$ cat src/rtl/conv_enc_pkg.sv
// Shared definitions for the parametrised convolutional encoder and its future decoder.
// Holds the default generators, the frame-control state type and the tail-counter sizing helper.
package conv_enc_pkg;

    localparam logic [6:0] CONV_G171 = 7'o171;
    localparam logic [6:0] CONV_G133 = 7'o133;

    typedef enum logic {
        RUN   = 1'b0,
        FLUSH = 1'b1
    } enc_state_t;

    // Counter must hold K-2, the first tail index
    function automatic int tail_cnt_width(input int k);
        return $clog2(k);
    endfunction

endpackage

$ cat src/rtl/conv_enc_parity.sv
// Combinational parity network: one XOR-reduced tap set per coded output bit.
// The generators come in on a port so the decoder's branch-metric unit can share this block.
module conv_enc_parity #(
    parameter int K = 7,
    parameter int N = 2
) (
    input  logic [K-1:0]   v,
    input  logic [N*K-1:0] gen,
    output logic [N-1:0]   sym
);

    for (genvar j = 0; j < N; j++) begin : g_out
        assign sym[j] = ^(v & gen[j*K +: K]);
    end

endmodule

$ cat src/rtl/conv_encoder_param.sv
// Rate-1/N feed-forward convolutional encoder with valid/ready on input and output.
// Define CONV_ENC_TAIL_EN to build frame termination with K-1 zero tail symbols; otherwise it streams.
module conv_encoder_param
    import conv_enc_pkg::*;
#(
    parameter int             K   = 7,
    parameter int             N   = 2,
    parameter logic [N*K-1:0] GEN = {CONV_G133, CONV_G171}
) (
    input  logic         clk,
    input  logic         reset,
    input  logic         in_valid,
    output logic         in_ready,
    input  logic         in_bit,
    input  logic         in_last,
    output logic         out_valid,
    input  logic         out_ready,
    output logic [N-1:0] out_sym,
    output logic         out_tail,
    output logic         out_last,
    output logic         busy
);

    logic [K-2:0] s;
    logic         b;
    logic [K-1:0] v;
    logic [N-1:0] sym;
    logic         advance;
    logic         beat;

    // Output register is free this cycle if empty or being drained
    assign advance = !out_valid || out_ready;
    assign v       = {b, s};

    conv_enc_parity #(
        .K(K),
        .N(N)
    ) u_parity (
        .v  (v),
        .gen(GEN),
        .sym(sym)
    );

`ifdef CONV_ENC_TAIL_EN
    localparam int CW = tail_cnt_width(K);

    enc_state_t    state;
    logic [CW-1:0] cnt;

    assign b        = (state == RUN) ? in_bit : 1'b0;
    assign in_ready = (state == RUN) && advance;
    assign beat     = advance && ((state == RUN && in_valid) || state == FLUSH);
    assign busy     = (state != RUN) || out_valid;

    always_ff @(posedge clk) begin
        if (reset) begin
            state     <= RUN;
            s         <= '0;
            cnt       <= '0;
            out_valid <= 1'b0;
            out_sym   <= '0;
            out_tail  <= 1'b0;
            out_last  <= 1'b0;
        end else if (beat) begin
            s         <= v[K-1:1];
            out_sym   <= sym;
            out_valid <= 1'b1;
            case (state)
                RUN: begin
                    out_tail <= 1'b0;
                    out_last <= 1'b0;
                    if (in_last) begin
                        state <= FLUSH;
                        cnt   <= CW'(K - 2);
                    end
                end
                FLUSH: begin
                    out_tail <= 1'b1;
                    out_last <= (cnt == '0);
                    if (cnt == '0) begin
                        state <= RUN;
                    end else begin
                        cnt <= cnt - CW'(1);
                    end
                end
                default: state <= RUN;
            endcase
        end else if (out_ready) begin
            out_valid <= 1'b0;
        end
    end
`else
    assign b        = in_bit;
    assign in_ready = advance;
    assign beat     = advance && in_valid;
    assign busy     = out_valid;
    assign out_tail = 1'b0;

    // Streaming: state carries across frames, in_last only marks the symbol
    always_ff @(posedge clk) begin
        if (reset) begin
            s         <= '0;
            out_valid <= 1'b0;
            out_sym   <= '0;
            out_last  <= 1'b0;
        end else if (beat) begin
            s         <= v[K-1:1];
            out_sym   <= sym;
            out_last  <= in_last;
            out_valid <= 1'b1;
        end else if (out_ready) begin
            out_valid <= 1'b0;
        end
    end
`endif

endmodule
$ cat config.mk
export PLATFORM = sky130hd
export DESIGN_NAME = conv_encoder_param
export DESIGN_NICKNAME = d
export VERILOG_FILES = /design/src/rtl/conv_enc_pkg.sv /design/src/rtl/conv_enc_parity.sv /design/src/rtl/conv_encoder_param.sv
export SDC_FILE = /design/constraint.sdc
export NUM_CORES = 1
export LEC_CHECK = 0
export ABC_AREA = 0
export CORE_AREA = 2 2 39 41
export CTS_CLUSTER_DIAMETER = 50
export DETAILED_ROUTE_END_ITERATION = 16
export DIE_AREA = 0 0 41 43
export MAX_ROUTING_LAYER = met4
export PLACE_DENSITY = 0.73
export SLEW_MARGIN = 20
export SYNTH_ARGS = -nofsm -noshare
export SYNTH_HDL_FRONTEND = slang
export SYNTH_SLANG_ARGS = --single-unit
$ cat constraint.sdc
create_clock -name clk -period 1.4 [get_ports clk]
set_input_delay 0.28 -clock clk [delete_from_list [all_inputs] [get_ports clk]]
set_output_delay 0.28 -clock clk [all_outputs]
set_load 0.05 [all_outputs]
==> out/qor.yml <==
fin_crit_sh: 0.942
clock_path_buffers: 2
path_class: "in -> out"
die_y_um: 43
yosysTopAreaCellShare: 0.411
initial_core_util: 0.352
crit_fanout: 5
gp_congestion: 0.693
clk_pin_slew_ns: 0.07
synth_area_um2: 487
rsz0062_at_grt: "no"
cp.arrival_ns: 1.04
hold_class: "reg -> reg"
critPathSlowestCell: "clkdlybuf4s50_1"
fmax_ghz: 0.758
cts.sinks: 10
insertion_delay_ns: 0.26
reg2reg_setup_slack_ns: 0.11
p_int_mw: 0.541
final-hold-violation-count: 0
fin_nets: 73
period_needed_ns: 1.32
htreeDepth: 1
yosysTopAreaCell: "dfxtp_1"
drv_cap: 0
antenna_found_initial: 0
synth_warnings: 0
synth_nets: 58
core_area_um2: 1380
p_seq_frac: 0.418
layout_common_cells: "nand2_1, a21oi_1, dfxtp_1"
syn_inst: 52
grt-ovfl-total: 0
antenna_cells: 0
wl_um: 935
leakagePower_nw: 0.288
die_x_um: 41
drive_above_1_share: 0.273
dp.cells: 79
worstSetupEndpointType: "output port"
die-area_um2: 1760
avgSynthCellArea_um2: 9.36
worstPathCellList: "clkdlybuf4s50_1 -> nand2b_4 -> buf_12"
switchingPower_mw: 0.201
root_buffer: "clkbuf_4"
grt_pass1_wl_mm: 1.44
vias: 389
netlist_top_cells_area: "dfxtp_1, a21oi_1, xnor3_1"
row_count: 14
cts_tree: "yes"
cts-buffers-inserted: 3
grt_start_max_net_pins: 11
vias_per_cell: 4.74
ys_seq_elements: 10
swShare: 0.271
dp_hpwl_um: 731
timing.hold.ws_ns: 0.461
ir_drop_mv: 0.360
num_io_pins: 13
ant_nets: 0
synth.yosys.seq_area_share: 0.411
syn2layout_area_growth_pct: 41.9
grt_pass1_vias: 352
powerDensity_nw_per_um2: 1070
clkPwrFrac: 0.355
wl_per_cell_um: 11.4
cpPeakStageDelay_ns: 0.46
clock_skew_ns: 0.00197
fin_cells: 82
n_fill_cell: 131
setup_violations: 0
pwr-share-comb: 0.227
crit_required_ns: 1.12
drc_errors: 0
drv_slew: 0
postCtsSetupBuffers: 0
grtUsageTotal: 0.128
ctsHoldBuffers: 0
worstSetupStartpointType: "input pin"
status: "complete, no violations"
drt_iter0_drc: 12
port_buffers: 11
drtPass1Iterations: 4
ys_types: 14
-- cell families after synthesis --
logic type	Yosys count	synth area share
XOR/XNOR	4	0.144
buffers and inverters	7	0.147
flip-flops	10	0.411
AO/OA/AOI/OAI	10	0.103
other	1	0.00770
AND/OR/NAND/NOR	20	0.188
-- synthesized netlist by cell type --
master     n
xnor2_2    1
xnor3_1    2
a21oi_1   10
or2_1      2
dfxtp_1   10
conb_1     1
inv_1      1
nand2b_1   1
xnor2_1    1
nand3_1    7
clkbuf_8   3
buf_6      1
nand2_1   10
buf_4      2
-- area by class of cell --
type,count,area [um2],area share
well taps,16,20.0,0.0290
flip-flops and latches,10,201,0.292
multi-input cells,35,223,0.322
clock buffers,4,36.3,0.0525
inverters,1,3.75,0.00543
repair buffers,16,206,0.299
-- path summary, 6_finish.rpt --
path                                   startpoint                      end  cells past startpoint
worst max-delay path                    out_ready                 in_ready                      3
worst min-delay path            s[2]$_SDFFE_PP0P_        s[2]$_SDFFE_PP0P_                      2
worst max register to register  s[4]$_SDFFE_PP0P_  out_sym[1]$_SDFFE_PP0P_                      4
worst min register to register  s[2]$_SDFFE_PP0P_        s[2]$_SDFFE_PP0P_                      2
-- flip-flops by register name, indices dropped and copies added (netlist names) --
name,cells
s,6
out_last,1
busy,1
out_sym,2
-- power groups by stage --
| stage | clock (mW) | combinational [mW] | sequential (mW) |
|---|---|---|---|
| finish | 0.263 | 0.169 | 0.310 |
| global route | 0.278 | 0.179 | 0.311 |
| CTS | 0.268 | 0.170 | 0.310 |
| detailed placement | 0 | 0.170 | 0.315 |
| global placement | 0 | 0.168 | 0.315 |
| floorplan | 0 | 0.0802 | 0.336 |
-- critical path: cells and delay by family --
family | cells | cell delay, ns
buffers and inverters | 2 | 0.60
AND/OR/NAND/NOR | 1 | 0.16
-- per-stage QoR --
step	instance area, um2	power, mW	setup WS, ns	util	TNS (ns)
CTS	691	0.748	0.0837	0.499	0
finish	691	0.741	0.0806	0.499	0
global placement	656	0.483	-0.297	0.474	-0.667
global route	691	0.767	0.0125	0.499	0
floorplan	488	0.416	0.0729	-	0
detailed placement	656	0.486	-0.312	0.474	-0.765
-- layer usage --
metal	global-route usage	vias up	wire length, um
li1	-	197	-
met1	0.111	179	386
met2	0.225	9	501
met3	0.0157	4	27
met4	0.100	0	20
met5	-	-	0
-- timing repair --
item | in CTS | in global routing
resized for setup | 2 | 0
endpoints found under the hold margin | 0 | 0
setup endpoints to repair | 3 | 0
(Power assumes the default switching activity.)
